[src/rtl/debug_link_pkg.sv]
// Shared constants for the host side of the MIPS debug UART link:
// command bytes, command-op encodings, FSM states and dump geometry.
package debug_link_pkg;

    localparam logic [7:0] CmdStart       = 8'h01;
    localparam logic [7:0] CmdContinuos   = 8'h02;
    localparam logic [7:0] CmdStepByStep  = 8'h03;
    localparam logic [7:0] CmdReprogram   = 8'h05;
    localparam logic [7:0] CmdStep        = 8'h06;

    localparam int unsigned NbHeader      = 6;
    localparam int unsigned CantRegs      = 32;
    localparam int unsigned CantMemDatos  = 16;
    localparam int unsigned DumpWords     = NbHeader + CantRegs + CantMemDatos;

    typedef enum logic [1:0] {
        OpProgram  = 2'd0,
        OpRun      = 2'd1,
        OpStepMode = 2'd2,
        OpStep     = 2'd3
    } cmd_op_e;

    typedef enum logic [2:0] {
        StIdle, StTxByte, StTxWait, StProgFetch, StProgByte, StRxDump
    } state_e;

    function automatic logic [7:0] first_cmd_byte(input cmd_op_e op);
        logic [7:0] b;
        b = CmdStep;
        unique case (op)
            OpProgram:  b = CmdReprogram;
            OpRun:      b = CmdContinuos;
            OpStepMode: b = CmdStepByStep;
            OpStep:     b = CmdStep;
        endcase
        return b;
    endfunction

endpackage

[src/rtl/debug_snapshot_buf.sv]
// Reassembles the received dump byte stream (LSB first) into 32-bit words
// and holds them in a small word-addressed snapshot memory.
module debug_snapshot_buf
    import debug_link_pkg::*;
#(
    parameter int unsigned LEN      = 32,
    parameter int unsigned LEN_DATA = 8,
    parameter int unsigned WORDS    = DumpWords
) (
    input  logic                clk,
    input  logic                reset,
    input  logic                byte_valid,
    input  logic [LEN_DATA-1:0] byte_in,
    input  logic                clear_idx,
    input  logic [5:0]          snap_addr,
    output logic [LEN-1:0]      snap_data,
    output logic                full
);

    localparam int unsigned BytesW = $clog2(LEN / LEN_DATA);
    localparam int unsigned IdxW   = $clog2(WORDS);
    localparam logic [BytesW-1:0] LastByte = BytesW'(LEN / LEN_DATA - 1);
    localparam logic [IdxW-1:0]   LastIdx  = IdxW'(WORDS - 1);
    localparam logic [5:0]        LastAddr = 6'(WORDS - 1);

    logic [LEN-1:0]    mem [WORDS];
    logic [LEN-1:0]    asm_q, asm_d;
    logic [BytesW-1:0] byte_cnt_q;
    logic [IdxW-1:0]   word_idx_q;
    logic              full_q;
    logic              take, we;

    always_comb begin
        asm_d = {byte_in, asm_q[LEN-1:LEN_DATA]};
        // Bytes arriving after the last word are dropped rather than spilling.
        take  = byte_valid && !full_q;
        we    = take && (byte_cnt_q == LastByte);
    end

    always_ff @(posedge clk or negedge reset) begin
        if (!reset) begin
            asm_q      <= '0;
            byte_cnt_q <= '0;
            word_idx_q <= '0;
            full_q     <= 1'b0;
        end else if (clear_idx) begin
            byte_cnt_q <= '0;
            word_idx_q <= '0;
            full_q     <= 1'b0;
        end else if (take) begin
            asm_q      <= asm_d;
            byte_cnt_q <= byte_cnt_q + BytesW'(1);
            if (we) begin
                if (word_idx_q == LastIdx) full_q <= 1'b1;
                else                       word_idx_q <= word_idx_q + IdxW'(1);
            end
        end
    end

    // Storage is not reset so a snapshot survives a link reset.
    always_ff @(posedge clk) begin
        if (we) mem[word_idx_q] <= asm_d;
    end

    always_ff @(posedge clk or negedge reset) begin
        if (!reset)                     snap_data <= '0;
        else if (snap_addr <= LastAddr) snap_data <= mem[snap_addr];
        else                            snap_data <= '0;
    end

    assign full = full_q;

endmodule

[src/rtl/debug_host_link.sv]
// Host-side endpoint of the debug UART link: sends command bytes and the ROM
// program image, then collects the returned state dump into a snapshot buffer.
module debug_host_link
    import debug_link_pkg::*;
#(
    parameter int unsigned LEN                = 32,
    parameter int unsigned LEN_DATA           = 8,
    parameter int unsigned CANT_INSTRUCCIONES = 64,
    parameter int unsigned CANT_REGS          = CantRegs,
    parameter int unsigned CANT_MEM_DATOS     = CantMemDatos,
    parameter int unsigned NB_HEADER          = NbHeader,
    parameter int unsigned TIMEOUT            = 2_000_000
) (
    input  logic                                  clk,
    input  logic                                  reset,
    input  logic                                  cmd_valid,
    input  logic [1:0]                            cmd_op,
    output logic                                  cmd_ready,
    output logic [$clog2(CANT_INSTRUCCIONES)-1:0] prog_addr,
    input  logic [LEN-1:0]                        prog_data,
    output logic                                  tx_start,
    output logic [LEN_DATA-1:0]                   tx_data,
    input  logic                                  tx_done,
    input  logic                                  rx_done,
    input  logic [LEN_DATA-1:0]                   rx_data,
    input  logic [5:0]                            snap_addr,
    output logic [LEN-1:0]                        snap_data,
    output logic                                  dump_done,
    output logic [15:0]                           dump_count,
    output logic                                  busy,
    output logic                                  err
);

    localparam int unsigned AddrW    = $clog2(CANT_INSTRUCCIONES);
    localparam int unsigned TimeoutW = $clog2(TIMEOUT + 1);
    localparam int unsigned BytesW   = $clog2(LEN / LEN_DATA);
    localparam int unsigned Words    = NB_HEADER + CANT_REGS + CANT_MEM_DATOS;
    localparam logic [AddrW-1:0]    LastAddr    = AddrW'(CANT_INSTRUCCIONES - 1);
    localparam logic [TimeoutW-1:0] TimeoutLast = TimeoutW'(TIMEOUT - 1);
    localparam logic [BytesW-1:0]   LastByte    = BytesW'(LEN / LEN_DATA - 1);

    state_e                state_q, state_d;
    cmd_op_e               op_q, op_d;
    logic                  cmd_idx_q, cmd_idx_d;
    logic                  in_prog_q, in_prog_d;
    logic                  halt_q, halt_d;
    logic [BytesW-1:0]     byte_cnt_q, byte_cnt_d;
    logic [LEN-1:0]        word_q, word_d;
    logic [AddrW-1:0]      prog_addr_q, prog_addr_d;
    logic [TimeoutW-1:0]   to_q, to_d;
    logic                  tx_start_q, tx_start_d;
    logic [LEN_DATA-1:0]   tx_data_q, tx_data_d;
    logic                  err_q, err_d;
    logic                  dump_done_q, dump_done_d;
    logic [15:0]           dump_count_q, dump_count_d;
    logic                  clear_idx, byte_valid, full;

    always_ff @(posedge clk or negedge reset) begin
        if (!reset) begin
            state_q      <= StIdle;
            op_q         <= OpProgram;
            cmd_idx_q    <= 1'b0;
            in_prog_q    <= 1'b0;
            halt_q       <= 1'b0;
            byte_cnt_q   <= '0;
            word_q       <= '0;
            prog_addr_q  <= '0;
            to_q         <= '0;
            tx_start_q   <= 1'b0;
            tx_data_q    <= '0;
            err_q        <= 1'b0;
            dump_done_q  <= 1'b0;
            dump_count_q <= '0;
        end else begin
            state_q      <= state_d;
            op_q         <= op_d;
            cmd_idx_q    <= cmd_idx_d;
            in_prog_q    <= in_prog_d;
            halt_q       <= halt_d;
            byte_cnt_q   <= byte_cnt_d;
            word_q       <= word_d;
            prog_addr_q  <= prog_addr_d;
            to_q         <= to_d;
            tx_start_q   <= tx_start_d;
            tx_data_q    <= tx_data_d;
            err_q        <= err_d;
            dump_done_q  <= dump_done_d;
            dump_count_q <= dump_count_d;
        end
    end

    always_comb begin
        state_d      = state_q;
        op_d         = op_q;
        cmd_idx_d    = cmd_idx_q;
        in_prog_d    = in_prog_q;
        halt_d       = halt_q;
        byte_cnt_d   = byte_cnt_q;
        word_d       = word_q;
        prog_addr_d  = prog_addr_q;
        to_d         = to_q;
        tx_start_d   = tx_start_q;
        tx_data_d    = tx_data_q;
        err_d        = err_q;
        dump_done_d  = 1'b0;
        dump_count_d = dump_count_q;
        clear_idx    = 1'b0;
        unique case (state_q)
            StIdle: begin
                if (cmd_valid) begin
                    op_d        = cmd_op_e'(cmd_op);
                    err_d       = 1'b0;
                    cmd_idx_d   = 1'b0;
                    in_prog_d   = 1'b0;
                    prog_addr_d = '0;
                    tx_data_d   = first_cmd_byte(cmd_op_e'(cmd_op));
                    state_d     = StTxByte;
                end
            end
            StTxByte: begin
                tx_start_d = 1'b1;
                state_d    = StTxWait;
            end
            StTxWait: begin
                if (tx_done) begin
                    tx_start_d = 1'b0;
                    if (!in_prog_q) begin
                        if (op_q == OpProgram && !cmd_idx_q) begin
                            tx_data_d = CmdStart;
                            cmd_idx_d = 1'b1;
                            state_d   = StTxByte;
                        end else if (op_q == OpProgram) begin
                            in_prog_d = 1'b1;
                            state_d   = StProgFetch;
                        end else if (op_q == OpStepMode) begin
                            state_d = StIdle;
                        end else begin
                            to_d      = '0;
                            clear_idx = 1'b1;
                            state_d   = StRxDump;
                        end
                    end else if (byte_cnt_q != LastByte) begin
                        byte_cnt_d = byte_cnt_q + BytesW'(1);
                        tx_data_d  = word_q[LEN_DATA-1:0];
                        word_d     = word_q >> LEN_DATA;
                        state_d    = StTxByte;
                    end else if (halt_q) begin
                        state_d = StIdle;
                    end else if (prog_addr_q == LastAddr) begin
                        err_d   = 1'b1;
                        state_d = StIdle;
                    end else begin
                        prog_addr_d = prog_addr_q + AddrW'(1);
                        state_d     = StProgFetch;
                    end
                end
            end
            StProgFetch: state_d = StProgByte;
            StProgByte: begin
                // ROM word is valid now; byte 0 goes straight out to save a cycle.
                tx_data_d  = prog_data[LEN_DATA-1:0];
                word_d     = prog_data >> LEN_DATA;
                halt_d     = (prog_data[LEN-1 -: 6] == 6'h3F);
                byte_cnt_d = '0;
                tx_start_d = 1'b1;
                state_d    = StTxWait;
            end
            StRxDump: begin
                if (full) begin
                    dump_done_d  = 1'b1;
                    dump_count_d = dump_count_q + 16'd1;
                    state_d      = StIdle;
                end else if (rx_done) begin
                    to_d = '0;
                end else if (to_q == TimeoutLast) begin
                    err_d   = 1'b1;
                    state_d = StIdle;
                end else begin
                    to_d = to_q + TimeoutW'(1);
                end
            end
            default: state_d = StIdle;
        endcase
    end

    always_comb begin
        cmd_ready  = (state_q == StIdle);
        busy       = (state_q != StIdle);
        byte_valid = rx_done && (state_q == StRxDump);
    end

    debug_snapshot_buf #(
        .LEN      (LEN),
        .LEN_DATA (LEN_DATA),
        .WORDS    (Words)
    ) u_snap (
        .clk        (clk),
        .reset      (reset),
        .byte_valid (byte_valid),
        .byte_in    (rx_data),
        .clear_idx  (clear_idx),
        .snap_addr  (snap_addr),
        .snap_data  (snap_data),
        .full       (full)
    );

    assign prog_addr  = prog_addr_q;
    assign tx_start   = tx_start_q;
    assign tx_data    = tx_data_q;
    assign err        = err_q;
    assign dump_done  = dump_done_q;
    assign dump_count = dump_count_q;

endmodule

[config.mk]
export PLATFORM = sky130hd
export DESIGN_NAME = debug_host_link
export DESIGN_NICKNAME = d
export VERILOG_FILES = /design/src/rtl/debug_link_pkg.sv /design/src/rtl/debug_snapshot_buf.sv /design/src/rtl/debug_host_link.sv
export SDC_FILE = /design/constraint.sdc
export NUM_CORES = 2
export LEC_CHECK = 0
export CAP_MARGIN = 20
export CELL_PAD_IN_SITES_DETAIL_PLACEMENT = 1
export CELL_PAD_IN_SITES_GLOBAL_PLACEMENT = 1
export CORE_ASPECT_RATIO = 1.2
export CORE_UTILIZATION = 56
export CTS_CLUSTER_SIZE = 28
export DETAILED_ROUTE_END_ITERATION = 16
export PLACE_DENSITY = 0.78
export SKIP_CTS_REPAIR_TIMING = 1
export SYNTH_ARGS = -nofsm -noshare
export SYNTH_HDL_FRONTEND = slang
export SYNTH_HIERARCHICAL = 1
export SYNTH_SLANG_ARGS = --single-unit
[constraint.sdc]
create_clock -name clk -period 9.6 [get_ports clk]
set_input_delay 1.44 -clock clk [delete_from_list [all_inputs] [get_ports clk]]
set_output_delay 1.44 -clock clk [all_outputs]
set_load 0.03 [all_outputs]
==> out/metrics.csv <==
stage;metric;value;unit
setup_path;criticalPathCategory;in -> reg;
yosys;synth-async-reset-ratio;8.13;%
setup_path;cp-start-kind;input port;
grt;use_met3;5.72;%
power;ir_drop;0.000182;V
timing;maxSlewViolCount;0;
timing;rsz0062_at_grt;false;
layout;final_layout_size_suffix_gt1_share;24.8;%
power;p_sw;4.76;mW
clocking;cts_tree;done;
clocking;cts-root-buf;clkbuf_16;
layout;layout_commonest_cell;edfxtp_1;
setup_path;cp_data_arrival_time;5160;ps
power;p_total;19.0;mW
layout;area_growth;13.1;%
layout;fin_nets;3776;
yosys;ys_seq_elements;1881;
layout;final-seq-area;55700;um^2
place;dp_hpwl;120;mm
setup_path;worstPathRequired;10220;ps
power;pwr-share-seq;52.4;%
grt;gr-usage-met2;53.2;%
clocking;clk_pin_slew_worst_paths;60;ps
clocking;htreeDepth;4;
floorplanning;die_w;332;um
timing;finalHoldViolCount;0;
clocking;clk-insertion-delay-late;820;ps
grt;grt_use_met1;40.3;%
timing;finalSetupViolCount;0;
yosys;syn_area_per_cell;20.9;um^2
timing;fin_crit;4540;ps
yosys;synth.distinct_cells;84;
timing;skew;41.8;ps
route;viasPerCell;6.88;
floorplanning;dieArea;132000;um^2
yosys;netlist_instances;3488;
power;p_int;14.2;mW
yosys;synth_edf_count;1728;
floorplanning;die_h;398;um
route;drtPass1Iterations;7;
setup_path;cp_max_fo;83;
grt;antenna_found_initial;8;
yosys;synth_area_leaders;edfxtp_1 (71%), mux4_2 (13%), dfrtp_1 (5.2%);
grt;grt_overflow;0;
place;gp_routability_congestion;0.853;
route;vias;38194;
floorplanning;ios;120;
setup_path;end_kind;flop;
route;wl;209;mm
hold_path;hold_path.class;reg -> reg;
yosys;ys_warn_count;6;
grt;grt_pass1_wl;296;mm
yosys;yosysTopAreaCell;edfxtp_1;
timing;whs;486;ps
clocking;cts-buffers-inserted;176;
layout;n_fill_cell;10321;
timing;period_share;47.3;%
floorplanning;fp.coreArea;129000;um^2
power;p_leak;26.5;nW
timing;worst_slew_margin_rel;15.6;%
route;wl_per_cell;37.6;um
route;first_iter_violations;5445;
yosys;ys.flop_type;edfxtp_1;
grt;grt_max_degree;134;
run;max-cap-violations;0;
route;ant_nets;0;
route;drc;0;
floorplanning;rows;144;
power;swShare;25.1;%
yosys;synth_top_area_share;71.0;%
place;io_buffer_count;119;
yosys;synth_area;73000;um^2
timing;tns;0;ps
power;p_clk_share;36.9;%
yosys;synth_fp_nets;3550;
grt;track_usage;32.0;%
grt;busiest_layer;met2;
outcome;outcome;finished clean;
clocking;cts_sinks;1881;
layout;final_cell_mix;edfxtp_1 (1728), mux4_2 (418), clkbuf_16 (181);
timing;tightestPinTransition;1260;ps
clocking;cts_max_path_buffers;3;
yosys;yosysSeqAreaShare;76.3;%
power;pwr-share-comb;10.7;%
floorplanning;initial_core_util;56.7;%
grt;grt_pass1_vias;40295;
timing;fmax;220;MHz
layout;multi_input_area;16500;um^2
power;power_density;230;nW/um^2
-- per-layer routing --
layer / share of wire (%) / wire (um)
met4: 6.1 / 12800
met3: 9.5 / 19900
met2: 50 / 104000
met1: 35 / 72300
met5: 0.016 / 34
-- power by group through the flow --
stage	registers, mW	clock network [mW]	logic, mW
finish	9.94	6.99	2.03
global placement	10.1	0	1.87
CTS	9.95	7.05	2.02
detailed placement	10.1	0	2.00
floorplan	10.4	0	0.789
global route	9.97	7.28	2.13
-- logic make-up after synthesis --
family,count (synthesis),share of synthesized area [%]
adder cells (fa/ha/maj),9,0.154
AND/OR/NAND/NOR,408,2.77
XOR/XNOR,23,0.276
flip-flops,1881,76.3
buffers and inverters,205,1.71
AO/OA/AOI/OAI,360,3.29
multiplexers,602,15.5
-- registers in the layout, indices dropped and copies added (netlist names), 2 cells and up --
register / flops
to_q: 21
state_q: 3
u_snap/mem: 1728
u_snap/byte_cnt_q: 2
u_snap/asm_q: 24
u_snap/snap_data: 32
byte_cnt_q: 2
u_snap/word_idx_q: 6
prog_addr: 6
dump_count: 16
word_q: 24
op_q: 2
tx_data: 8
-- critical path, cell delays in order --
cell and delay (ps):
buf_8 550, buf_4 820, buf_4 700, mux2i_1 480
o22ai_1 170, a21oi_1 560, o311ai_1 250
-- cell type report --
cell class | instances | share of cell area, %
diodes | 3 | 0.00909
clock buffers | 235 | 5.84
clock inverters | 98 | 1.13
inverters | 16 | 0.0727
multi-input cells | 1402 | 20.0
flip-flops and latches | 1881 | 67.5
well taps | 1679 | 2.54
repair buffers | 237 | 2.98
-- synthesized netlist by cell type, types with 30 or more instances --
library cell and n:
a21oi_1 78, a22oi_1 30, buf_2 49, buf_4 41, clkbuf_1 66, dfrtp_1 153, edfxtp_1 1728, mux2_2 58
mux2i_1 126, mux4_2 418, nand2_1 94, nor2_1 136, o21ai_0 44, o22ai_1 61
-- per-stage QoR --
stage,area (um^2),std cells,util [%],setup slack [ps]
floorplan,73000,3488,-,5620
global placement,76300,5186,59.2,4080
detailed placement,76700,5208,59.5,3990
CTS,82400,5541,64.0,4810
global route,82600,5549,64.1,5090
finish,82600,5551,64.1,5060
-- path summary, 6_finish.rpt --
| kind | start | end | slack [ps] | depth (start not counted) |
|---|---|---|---|---|
| setup / recovery | snap_addr[2] | u_snap/snap_data[17]$_DFF_PN0_ | 5060 | 7 |
| hold / removal | word_q[15]$_DFFE_PN0P_ | word_q[15]$_DFFE_PN0P_ | 490 | 2 |
| setup reg to reg | state_q[1]$_DFFE_PN0P_ | u_snap/mem[15][22]$_DFFE_PP_ | 5570 | 6 |
| hold reg to reg | word_q[15]$_DFFE_PN0P_ | word_q[15]$_DFFE_PN0P_ | 490 | 2 |
| max in group asynchronous | reset | u_snap/snap_data[31]$_DFF_PN0_ | 7390 | 3 |
| min in group asynchronous | reset | dump_count[15]$_DFFE_PN0P_ | 780 | 1 |
Power figures use the tool's default switching activity.
